## src/rtl/wdt_cmd_sequencer.sv

```systemverilog
// Byte-stream command sequencer for the triple watchdog. It decodes KICK, ARM, SET_TIMEOUT
// and SET_PRESCALE commands, drives the per-channel controls and latches expiry and error status.
module wdt_cmd_sequencer #(
  parameter int unsigned TW = 8,
  parameter int unsigned PW = 4
) (
  input  logic          clk_i,
  input  logic          rst_i,
  input  logic          cmd_valid_i,
  input  logic [7:0]    cmd_data_i,
  output logic          cmd_ready_o,
  input  logic [2:0]    ch_expired_i,
  output logic [TW-1:0] ch_timeout_o,
  output logic [2:0]    ch_load_o,
  output logic [2:0]    ch_arm_o,
  output logic [2:0]    ch_kick_o,
  output logic [PW-1:0] prescale_o,
  output logic [2:0]    exp_sticky_o,
  output logic          err_o,
  output logic          busy_o
);

  typedef enum logic [1:0] {StIdle, StArg, StExec} state_e;

  localparam logic [1:0] OpKick     = 2'b00;
  localparam logic [1:0] OpArm      = 2'b01;
  localparam logic [1:0] OpTimeout  = 2'b10;
  localparam logic [1:0] OpPrescale = 2'b11;

  state_e        state_q, state_d;
  logic [7:0]    hdr_q, hdr_d;
  logic [TW-1:0] data_q, data_d;
  logic [2:0]    arm_q, arm_d;
  logic [2:0]    sticky_q, sticky_d;
  logic          err_q, err_d;
  logic [PW-1:0] pre_q, pre_d;

  logic [1:0] op;
  logic [1:0] ch;
  logic [3:0] arg;
  logic [2:0] sel;
  logic [2:0] clr;

  assign op  = hdr_q[7:6];
  assign ch  = hdr_q[5:4];
  assign arg = hdr_q[3:0];
  assign sel = (ch == 2'd3) ? 3'b111 : (3'b001 << ch);

  always_comb begin
    state_d      = state_q;
    hdr_d        = hdr_q;
    data_d       = data_q;
    arm_d        = arm_q;
    err_d        = err_q;
    pre_d        = pre_q;
    clr          = 3'b000;
    cmd_ready_o  = 1'b1;
    ch_kick_o    = 3'b000;
    ch_load_o    = 3'b000;
    ch_timeout_o = '0;

    unique case (state_q)
      StIdle: begin
        if (cmd_valid_i) begin
          hdr_d   = cmd_data_i;
          state_d = (cmd_data_i[7:6] == OpTimeout) ? StArg : StExec;
        end
      end
      StArg: begin
        if (cmd_valid_i) begin
          data_d  = cmd_data_i[TW-1:0];
          state_d = StExec;
        end
      end
      StExec: begin
        cmd_ready_o = 1'b0;
        state_d     = StIdle;
        unique case (op)
          OpKick: ch_kick_o = sel & arm_q & ~sticky_q;
          OpArm: begin
            if (arg[0]) begin
              arm_d = arm_q | sel;
            end else begin
              arm_d = arm_q & ~sel;
              clr   = sel;
            end
            if (ch == 2'd3 && arg[3]) err_d = 1'b0;
          end
          OpTimeout: begin
            // A zero value or any armed target rejects the whole load.
            if (data_q == '0 || (sel & arm_q) != 3'b000) begin
              err_d = 1'b1;
            end else begin
              ch_load_o    = sel;
              ch_timeout_o = data_q;
            end
          end
          OpPrescale: begin
            if (ch == 2'd3) pre_d = arg[PW-1:0];
            else            err_d = 1'b1;
          end
          default: ;
        endcase
      end
      default: state_d = StIdle;
    endcase

    // Disarm clear takes priority over a same-cycle expiry.
    sticky_d = (sticky_q | (ch_expired_i & arm_q)) & ~clr;
  end

  always_ff @(posedge clk_i) begin
    if (rst_i) begin
      state_q  <= StIdle;
      hdr_q    <= '0;
      data_q   <= '0;
      arm_q    <= '0;
      sticky_q <= '0;
      err_q    <= 1'b0;
      pre_q    <= '0;
    end else begin
      state_q  <= state_d;
      hdr_q    <= hdr_d;
      data_q   <= data_d;
      arm_q    <= arm_d;
      sticky_q <= sticky_d;
      err_q    <= err_d;
      pre_q    <= pre_d;
    end
  end

  assign ch_arm_o     = arm_q;
  assign exp_sticky_o = sticky_q;
  assign err_o        = err_q;
  assign prescale_o   = pre_q;
  assign busy_o       = (state_q != StIdle);

endmodule
```

## config.mk

```make
export PLATFORM = sky130hd
export DESIGN_NAME = wdt_cmd_sequencer
export DESIGN_NICKNAME = d
export VERILOG_FILES = /design/src/rtl/wdt_cmd_sequencer.sv
export SDC_FILE = /design/constraint.sdc
export NUM_CORES = 1
export LEC_CHECK = 0
export ABC_CLOCK_PERIOD_IN_PS = 1400
export BUFFER_PORTS_ARGS = -buffer_cell sky130_fd_sc_hd__buf_2
export CAP_MARGIN = 15
export CELL_PAD_IN_SITES_DETAIL_PLACEMENT = 1
export CELL_PAD_IN_SITES_GLOBAL_PLACEMENT = 1
export CORE_MARGIN = 2
export CORE_UTILIZATION = 33
export CTS_CLUSTER_SIZE = 10
export DETAILED_ROUTE_END_ITERATION = 16
export HOLD_SLACK_MARGIN = 0.08
export PLACE_DENSITY_LB_ADDON = 0.1
export SYNTH_ARGS = -nofsm -noshare
export SYNTH_HDL_FRONTEND = slang
export SYNTH_SLANG_ARGS = --single-unit
```

## constraint.sdc

```tcl
create_clock -name clk_i -period 1.4 [get_ports clk_i]
set_input_delay 0.07 -clock clk_i [delete_from_list [all_inputs] [get_ports clk_i]]
set_output_delay 0.07 -clock clk_i [all_outputs]
set_load 0.02 [all_outputs]
```

### After elaboration in Yosys (flattened, before gate mapping)

Index checks and enable logic that the tools add are counted.

| operators by class | value |
|---|---|
| bitwise operators | 10 |
| multiplexer cells | 22 |
| shifts and indexed selects | 1 |
| reductions and logical operators | 14 |
| eq/ne operators | 12 |

Operator list:

| kind | count |
|---|---|
| 2-to-1 mux 3 bit | 10 |
| 2-to-1 mux 8 bit | 3 |
| bitwise AND 3 bit | 5 |
| == test 2 bit (second input constant) | 5 |
| != test 2 bit (second input constant) | 5 |
| inverter 3 bit | 3 |
| logical NOT 8 bit | 1 |
| AND reduction 2 bit | 4 |
| 2-to-1 mux 2 bit | 3 |
| OR 3 bit | 2 |
| nonzero test 3 bit | 2 |
| AND reduction 5 bit | 1 |
| == test 2 x 1 -> 1 bit (second input constant) | 2 |
| logical NOT 2 bit | 2 |
| 2-to-1 mux 1 bit | 4 |
| case mux 2 bit (2 select lines) | 1 |
| case mux 1 bit (3 select lines) | 1 |
| AND reduction 3 bit | 1 |
| << shifter 1 x 2 -> 3 bit (first input constant) | 1 |
| nonzero test 2 bit | 1 |
| logical AND 1 bit | 1 |
| logical OR 1 bit | 1 |

| word-level totals | value |
|---|---|
| word-level logic and storage cells | 66 |
| output and inout bits | 27 |
| flip-flop bits (word level) | 29 |
| input port bits | 14 |

### Depth between registers and ports, before layout

Gate-level depths: netlist (run 1).

| depth | value |
|---|---|
| word-level depth | 8 |
| gate-level depth with buffers | 7 |
| gate-level depth less buffers | 6 |

### Least setup slack after synthesis (run 1)

No wires, ideal clock.

| timing | value |
|---|---|
| path type | register -> output |
| start | reg hdr_q[4] |
| end | out ch_load_o[0] |
| data required time | 1.330 ns |
| cell stages (with the launch flop) | 8 |
| data arrival time | 1.604 ns |
| slack | -0.274 ns |
| cells stage by stage | dfxtp_1 > inv_1 > ha_1 > nand2_1 > o2111a_1 > and3b_1 > buf_6 > and2_1 |

| between the ends | value |
|---|---|
| cells in the longest elaborated chain, start to end | 8 |
| elaborated cells between the ends (all ways) | 9 |

RTL lines:

| item | line | source |
|---|---|---|
| start, declared | 31 | `logic [7:0] hdr_q, hdr_d;` |
| start signal, assigned | 123 | `hdr_q <= hdr_d;` |
| == test 2 bit or << shifter 1 x 2 -> 3 bit (tied branches) | 47 | `assign sel = (ch == 2'd3) ? 3'b111 : (3'b001 << ch);` |
| 2-to-1 mux 3 bit (*) | 47 |  |
| bitwise AND 3 bit | 91 | `if (data_q == '0 \|\| (sel & arm_q) != 3'b000) begin` |
| nonzero test 3 bit | 91 |  |
| logical OR 1 bit | 91 |  |
| 2-to-1 mux 3 bit (*) | 91 |  |
| 2-to-1 mux 3 bit (*) | 78 | `unique case (op)` |
| 2-to-1 mux 3 bit (*) | 62 | `unique case (state_q)` |
| end, declared | 14 | `output logic [2:0] ch_load_o,` |

Mark *: on every way between the ends. The rest lies on a longest branch, timed or not.

### Worst setup path after layout (run 1)

| timing | value |
|---|---|
| start | reg data_q[3] |
| end | out ch_timeout_o[2] |

| between the ends | value |
|---|---|
| cells in the longest elaborated chain, start to end | 5 |

RTL lines:

| item | line | source |
|---|---|---|
| start, declared | 32 | `logic [TW-1:0] data_q, data_d;` |
| start signal, assigned | 124 | `data_q <= data_d;` |
| logical NOT 8 bit | 91 |  |
| logical OR 1 bit | 91 |  |
| 2-to-1 mux 8 bit | 91 |  |
| 2-to-1 mux 8 bit | 78 |  |
| 2-to-1 mux 8 bit | 62 |  |
| end, declared | 13 | `output logic [TW-1:0] ch_timeout_o,` |

Every way passes these cells.

==> results by group, run 1 <==
Placed design
  • GPL Wtd Cong: 0.784
  • Hpwl dp: 3090 um
  • Placed insts: 250
  • IO buf count: 40
  • DP Area: 1800 um^2

Global routing
  • Number of global-route vias before repair: 1540
  • Initial antenna violation count: 0
  • First-pass GRT wire length: 7570 um
  • Gr ovfl total: 0
  • Largest net degree at the start of global routing: 23
  • GRT Util Overall: 23.5%

Floorplanning
  • Die area: 4490 um^2
  • Chip Width: 67.0 um
  • # IOs: 41
  • Number of core rows: 22
  • Initial core utilization: 35.0%
  • Core area: 3740 um^2
  • DIE HEIGHT: 67.0 um

Final layout
  • # fillers: 439
  • Layout net count: 245
  • Share of layout cells above drive strength 1: 53.7%
  • Post-route cell area: 2260 um^2
  • Final Non-Filler Cells: 277
  • # diodes: 0
  • Area growth from synthesis to layout: 72.5%

Synth
  • Register area share after synthesis: 44.3%
  • Yosys reg bits: 29
  • Synthesized area: 1310 um^2
  • Syn nets: 158
  • Adder-cell share of the synthesized area: 2.86%
  • Post-synth top area cell: dfxtp_1
  • Yosys top cell area share: 44.3%
  • Top cells by area, synth: dfxtp_1 44%, mux2i_1 18%, nor2_1 6.0%
  • Synth warn: 0
  • Largest family of logic cells by synthesized area: simple AND/OR/NAND/NOR gates
  • Yosys cell types: 29
  • Mux cell area share after synthesis: 17.6%
  • Simple-gate area share of the yosys netlist: 24.8%
  • Xor and xnor area share after synthesis: 0%
  • Gate Count Post-Synth: 141
  • Compound-Gate Fraction of Synth Area: 7.35%
  • Syn_area_per_cell: 9.30 um^2

Routing
  • Residual DRC: 0
  • Post-route ant nets: 0
  • DR vias: 1377
  • Vias per std cell: 4.97
  • Routed Wire Length: 5070 um
  • Initial DRC count: 83
  • Drt pass-1 iters: 3
  • Wirelength per Cell: 18.3 um

Worst setup path
  • Worst EP required: 1.33 ns
  • Critical path arrival: 1.98 ns
  • Worst setup path class: flip-flop to primary output
  • Max FO, Critical Path: 6
  • CP peak stage delay: 0.53 ns
  • Setup crit end kind: primary output
  • Startpoint Class: flip-flop
  • Worst-path cell chain: or4_1 -> o2111a_1 -> and3b_2 -> and2_4 -> buf_6
  • Worst path slowest cell: or4_1

CTS
  • Clock Tree Buf Depth: 2
  • Clk pin slew, worst setup/hold paths: 0.07 ns
  • Max H-tree Level: 2
  • Worst-Skew Late Latency: 0.29 ns
  • Root buffer cell: clkbuf_8
  • TritonCTS Sinks: 29
  • CTS tree: done
  • Num CTS Buffers: 5

Power and ir drop
  • Maximum VDD drop: 0.000727 V
  • P per Cell Area: 815 nW/um^2
  • Static leakage: 1.12 nW

Timing
  • F_max: 487 MHz
  • Period utilization: 147%
  • Slew Viols, Final: 0
  • # setup viols final: 19
  • Normalized max-slew margin: 79.5%
  • Total negative slack: -8.37 ns
  • RSZ-0062 raised after global routing: true
  • Final Critical Period: 2.05 ns
  • Final hold violation count: 0
  • Final worst slack: -0.654 ns
  • Slew @ Worst Pin: 0.307 ns
  • Clock Skews: 0.00237 ns

Run status
  • Status: finished, violations left
  • Failing checks: setup timing

Run
  • Max_cap viols: 0

Min path
  • Hold Path Class: primary input to flip-flop
==> placed cells by master, fill, tap and decap left out, types with 2 or more instances in the layout <==
| cell | Yosys | routed |
|---|---|---|
| a21oi_1 | 6 | 6 |
| and2_4 | 0 | 9 |
| and3b_2 | 0 | 2 |
| buf_2 | 0 | 26 |
| buf_4 | 0 | 30 |
| buf_6 | 1 | 19 |
| clkbuf_8 | 0 | 5 |
| clkinv_2 | 0 | 2 |
| dfxtp_1 | 29 | 21 |
| dfxtp_2 | 0 | 6 |
| dfxtp_4 | 0 | 2 |
| dlygate4sd3_1 | 0 | 9 |
| ha_4 | 0 | 2 |
| inv_1 | 3 | 2 |
| mux2i_1 | 23 | 23 |
| nand2_1 | 7 | 5 |
| nand2_4 | 0 | 2 |
| nand2b_1 | 4 | 3 |
| nand3_1 | 2 | 2 |
| nor2_1 | 21 | 21 |
| nor2b_1 | 2 | 2 |
| nor3_1 | 6 | 3 |
| nor3_2 | 0 | 3 |
| or3_4 | 0 | 2 |
==> routing by layer <==
metal	vias to the layer above	share of wire (%)	GRT usage, %
met3	16	3.3	6.76
met2	35	53	42.6
met4	0	3.5	11.2
met5	-	0	0
met1	667	40	24.6
li1	659	-	-
==> synthesized netlist by cell type (all sizes together) <==
cell,instances
nand2,7
o21a,3
buf,3
clkbuf,3
or3,2
nor2b,2
ha,3
and2,9
inv,3
and3b,1
dfxtp,29
a211oi,3
nor3b,1
nand2b,4
or2,1
nor3,6
o2111a,1
or4,2
nand3,2
a21oi,6
mux2i,23
nand3b,1
o21ai,2
and4bb,1
nor2,22
and4b,1
==> layout make-up <==
class / count / area, um^2 / area share [%]
Tap cell: 48 / 60.1 / 2.65
Inverter: 3 / 11.3 / 0.498
Clock buffer: 5 / 68.8 / 3.04
Clock inverter: 3 / 17.5 / 0.774
Timing Repair Buffer: 85 / 679 / 30.0
Sequential cell: 29 / 596 / 26.3
Multi-Input combinational cell: 104 / 830 / 36.7
==> per-stage QoR <==
stage / hold WS, ns / power [mW] / setup WS [ns] / utilization (%)
global placement: 0.318 / 1.07 / -0.478 / 48.1
floorplan: 0.214 / 0.978 / -0.212 / -
global route: 0.119 / 1.91 / -0.697 / 60.4
finish: 0.101 / 1.84 / -0.654 / 60.4
CTS: 0.0964 / 1.83 / -0.670 / 58.8
detailed placement: 0.332 / 1.08 / -0.521 / 48.1
==> path summary, 6_finish.rpt <==
kind	startpoint	end	slack [ns]	depth (start not counted)
min reg2reg	err_o	err_o	0.48	2
max reg2reg	data_q[3]	err_o	-0.48	6
max	data_q[3]	ch_timeout_o[2]	-0.65	5
min	cmd_valid_i	state_q[1]	0.10	3
==> critical path: cells and delay by family, from the launching register on <==
kind,cells,cell delay (ns)
and+or+nand+nor,3,0.97
AOI/OAI and AO/OA,1,0.29
buffers and inverters,1,0.12
DFF,1,0.32
==> repair_timing <==
| action | in CTS | in global routing |
|---|---|---|
| endpoints found under the hold margin | 20 | 0 |
| setup buffers | 6 | 3 |
| pin swaps | 15 | 10 |
| gates cloned | 1 | 0 |
| gates resized for setup | 52 | 10 |
| hold buffers | 9 | 0 |
| endpoints found under the setup margin | 19 | 22 |
==> cells by family after synthesis <==
family                     count (synthesis)
and+or+nand+nor                           62
adders and majority gates                  3
AOI/OAI and AO/OA                         15
buffers and inverters                      9
DFF                                       29
muxes                                     23
==> power breakdown <==
| group | switching (mW) | total (mW) | internal (mW) |
|---|---|---|---|
| combinational | 0.129 | 0.276 | 0.146 |
| clock | 0.356 | 0.698 | 0.342 |
| sequential | 0.0219 | 0.869 | 0.847 |
| total | 0.507 | 1.84 | 1.34 |
(Power assumes the default switching activity.)
==> run 2: changes to the inputs <==
--- a/config.mk
+++ b/config.mk
@@ -5,7 +5,7 @@
 export SDC_FILE = /design/constraint.sdc
 export NUM_CORES = 1
 export LEC_CHECK = 0
-export ABC_CLOCK_PERIOD_IN_PS = 1400
+export ABC_CLOCK_PERIOD_IN_PS = 1660
 export BUFFER_PORTS_ARGS = -buffer_cell sky130_fd_sc_hd__buf_2
 export CAP_MARGIN = 15
 export CELL_PAD_IN_SITES_DETAIL_PLACEMENT = 1
@@ -16,6 +16,7 @@
 export DETAILED_ROUTE_END_ITERATION = 16
 export HOLD_SLACK_MARGIN = 0.08
 export PLACE_DENSITY_LB_ADDON = 0.1
+export REMOVE_ABC_BUFFERS = 1
 export SYNTH_ARGS = -nofsm -noshare
 export SYNTH_HDL_FRONTEND = slang
 export SYNTH_SLANG_ARGS = --single-unit
==> constraint.sdc (replaced) <==
create_clock -name clk_i -period 1.66 [get_ports clk_i]
set_input_delay 0.083 -clock clk_i [delete_from_list [all_inputs] [get_ports clk_i]]
set_output_delay 0.083 -clock clk_i [all_outputs]
set_load 0.02 [all_outputs]
==> run 2 against run 1 <==
Effect of this change:
- the run still ends with setup timing left
- core utilization shrank 4.9 points
- total power shrank 8.8%
- die area is the same
- via count shrank 5.4%
- critical endpoint is now ch_timeout_o[1]
- critical path type unchanged
- count of clock-buffer cells in the layout grew 1
- highest routed layer unchanged
==> results by group, run 2 (same netlist as run 1, synthesis figures left out) <==
Run status
  • Status: finished, violations left (unchanged)
  • Failing checks: setup timing (unchanged)

Global routing
  • Largest net degree at the start of global routing: 31 (was 23)
  • Initial antenna violation count: 0 (unchanged)
  • Gr ovfl total: 0 (unchanged)
  • GRT Util Overall: 20.2% (was 23.5%)
  • Number of global-route vias before repair: 1395 (was 1540)
  • First-pass GRT wire length: 6510 um (was 7570 um)

Worst setup path
  • Worst EP required: 1.58 ns (was 1.33 ns)
  • FF-to-FF End: err_o (unchanged)
  • Worst path slowest cell: or4_1 (unchanged)
  • Crit path max-delay family: simple AND/OR/NAND/NOR gates (unchanged)
  • R2r setup slk: -0.12 ns (was -0.48 ns)
  • Start of the worst register-to-register path: data_q[4] (was data_q[3])
  • Worst-path cell chain: or4_1 -> o2111a_1 -> and3b_2 -> and2_4 -> buf_6 (unchanged)
  • FF-to-FF path depth: 5 (was 6)
  • Max FO, Critical Path: 6 (unchanged)
  • Crit path buffers/inverters: 1 (unchanged)
  • CP peak stage delay: 0.53 ns (about the same)
  • Worst setup path class: flip-flop to primary output (unchanged)
  • Setup crit end kind: primary output (unchanged)
  • Startpoint Class: flip-flop (unchanged)
  • Critical path arrival: 1.98 ns (about the same)

CTS
  • Clock Tree Buf Depth: 2 (unchanged)
  • TritonCTS Sinks: 29 (unchanged)
  • Clk pin slew, worst setup/hold paths: 0.06 ns (was 0.07 ns)
  • Root buffer cell: clkbuf_8 (unchanged)
  • Max H-tree Level: 2 (unchanged)
  • CTS tree: done (unchanged)
  • Worst-Skew Late Latency: 0.29 ns (about the same)
  • Num CTS Buffers: 5 (unchanged)

Min path
  • Min-Delay Startpoint: ch_expired_i[2] (was cmd_valid_i)
  • Hold Path Class: primary input to flip-flop (unchanged)
  • Worst Hold Path Cells: 3 (unchanged)
  • Hold Path End: exp_sticky_o[2] (was state_q[1])

Floorplanning
  • Number of core rows: 22 (unchanged)
  • DIE HEIGHT: 67.0 um (unchanged)
  • Chip Width: 67.0 um (unchanged)
  • Core area: 3740 um^2 (unchanged)
  • # IOs: 41 (unchanged)
  • Die area: 4490 um^2 (unchanged)
  • Initial core utilization: 35.0% (unchanged)

Routing
  • Drt pass-1 iters: 4 (was 3)
  • Post-route ant nets: 0 (unchanged)
  • Residual DRC: 0 (unchanged)
  • Initial DRC count: 38 (was 83)
  • DR vias: 1302 (was 1377)
  • Wirelength per Cell: 16.3 um (was 18.3 um)
  • Routed Wire Length: 4250 um (was 5070 um)
  • Vias per std cell: 5.01 (was 4.97)

Final layout
  • Most frequent cells in the layout: 28 x buf_2, 23 x mux2i_1, 21 x nor2_1, 21 x dfxtp_1, 21 x buf_4 (was 30 x buf_4, 26 x buf_2, 23 x mux2i_1)
  • # diodes: 0 (unchanged)
  • Share of layout cells above drive strength 1: 49.1% (was 53.7%)
  • Commonest non-fill, non-tap cell in the layout: buf_2 (was buf_4)
  • Layout net count: 228 (was 245)
  • Area growth from synthesis to layout: 58.4% (was 72.5%)

Timing
  • Period utilization: 124%
  • # setup viols final: 12 (was 19)
  • RSZ-0062 raised after global routing: true (unchanged)
  • Clock Skews: 0.00374 ns (was 0.00237 ns)
  • Total negative slack: -4.50 ns (was -8.37 ns)
  • Fin Hold WS: 0.0984 ns (was 0.101 ns)
  • Slew @ Worst Pin: 0.564 ns (was 0.307 ns)
  • Final worst slack: -0.406 ns (was -0.654 ns)
  • Normalized max-slew margin: 62.4% (was 79.5%)
  • Slew Viols, Final: 0 (unchanged)
  • F_max: 484 MHz
  • Final hold violation count: 0 (unchanged)
  • Final Critical Period: 2.07 ns

Placed design
  • IO buf count: 40 (unchanged)
  • GPL Wtd Cong: 0.689 (was 0.784)
  • Hpwl dp: 2760 um (was 3090 um)

Power and ir drop
  • Internal cell power: 1.29 mW (was 1.34 mW)
  • Sequential share of power: 43.7% (was 47.2%)
  • Clock power frac: 45.4% (was 37.9%)
  • Switching share of power: 23.0% (was 27.5%)
  • Net Sw Power: 0.386 mW (was 0.507 mW)
  • Combinational fraction of design power: 10.8% (was 15.0%)
  • Maximum VDD drop: 0.000527 V (was 0.000727 V)
  • Static leakage: 1.02 nW (was 1.12 nW)
  • P per Cell Area: 809 nW/um^2 (was 815 nW/um^2)

Run
  • Max_cap viols: 0 (unchanged)
[run 2: stage by stage]
stage,utilization [%],total power [mW],worst slack [ns],cell area (um^2),cells
5_1_grt,55.5,1.75,-0.458,2080,260
2_1_floorplan,-,0.813,-0.0347,1280,135
3_5_place_dp,44.6,0.892,-0.207,1670,240
4_1_cts,53.0,1.68,-0.379,1980,256
3_3_place_gp,44.6,0.885,-0.170,1670,240
6_report,55.5,1.68,-0.406,2080,260
[run 2: worst min-delay path: stages]
cell and delay, ns:
buf_2 0.07, a21oi_1 0.05, nor3_1 0.12
[run 2: how the worst max path moves through the flow]
stage | startpoint | endpoint | cells after the start
after CTS | data_q[4] | ch_timeout_o[0] | 5
after global routing | data_q[4] | ch_timeout_o[1] | 5
after global placement | data_q[6] | ch_timeout_o[3] | 5
final | data_q[4] | ch_timeout_o[1] | 5
after detailed placement | data_q[6] | ch_timeout_o[0] | 5
after floorplan | hdr_q[4] | ch_load_o[0] | 6
[run 2: cell type report]
type,count,area (um^2)
fillers,447,1670
flip-flops and latches,29,591
clock inverters,2,37.5
repair buffers,68,505
well taps,48,60.1
inverters,3,11.3
multi-input cells,104,790
clock buffers,6,82.6
[run 2: timing repair]
action	in CTS	in global routing
resized for setup	42	17
hold endpoints to repair	9	0
cloned	1	0
setup endpoints to repair	19	19
pin swaps	12	3
setup buffers	2	5
hold buffers	5	0
[run 2: power groups by stage]
stage                     Clock, mW  Combinational [mW]  Sequential (mW)
final                         0.764               0.182            0.735
after floorplan                   0              0.0686            0.745
after CTS                     0.783               0.162            0.732
after detailed placement          0               0.145            0.747
after global placement            0               0.140            0.745
after global routing          0.819               0.199            0.737
[run 2: per-layer routing]
layer	global-route usage (%)	vias up	wire (um)
met4	8.67	0	82
li1	-	627	-
met2	34.9	34	2200
met3	5.57	9	192
met5	0	-	0
met1	23.0	632	1770
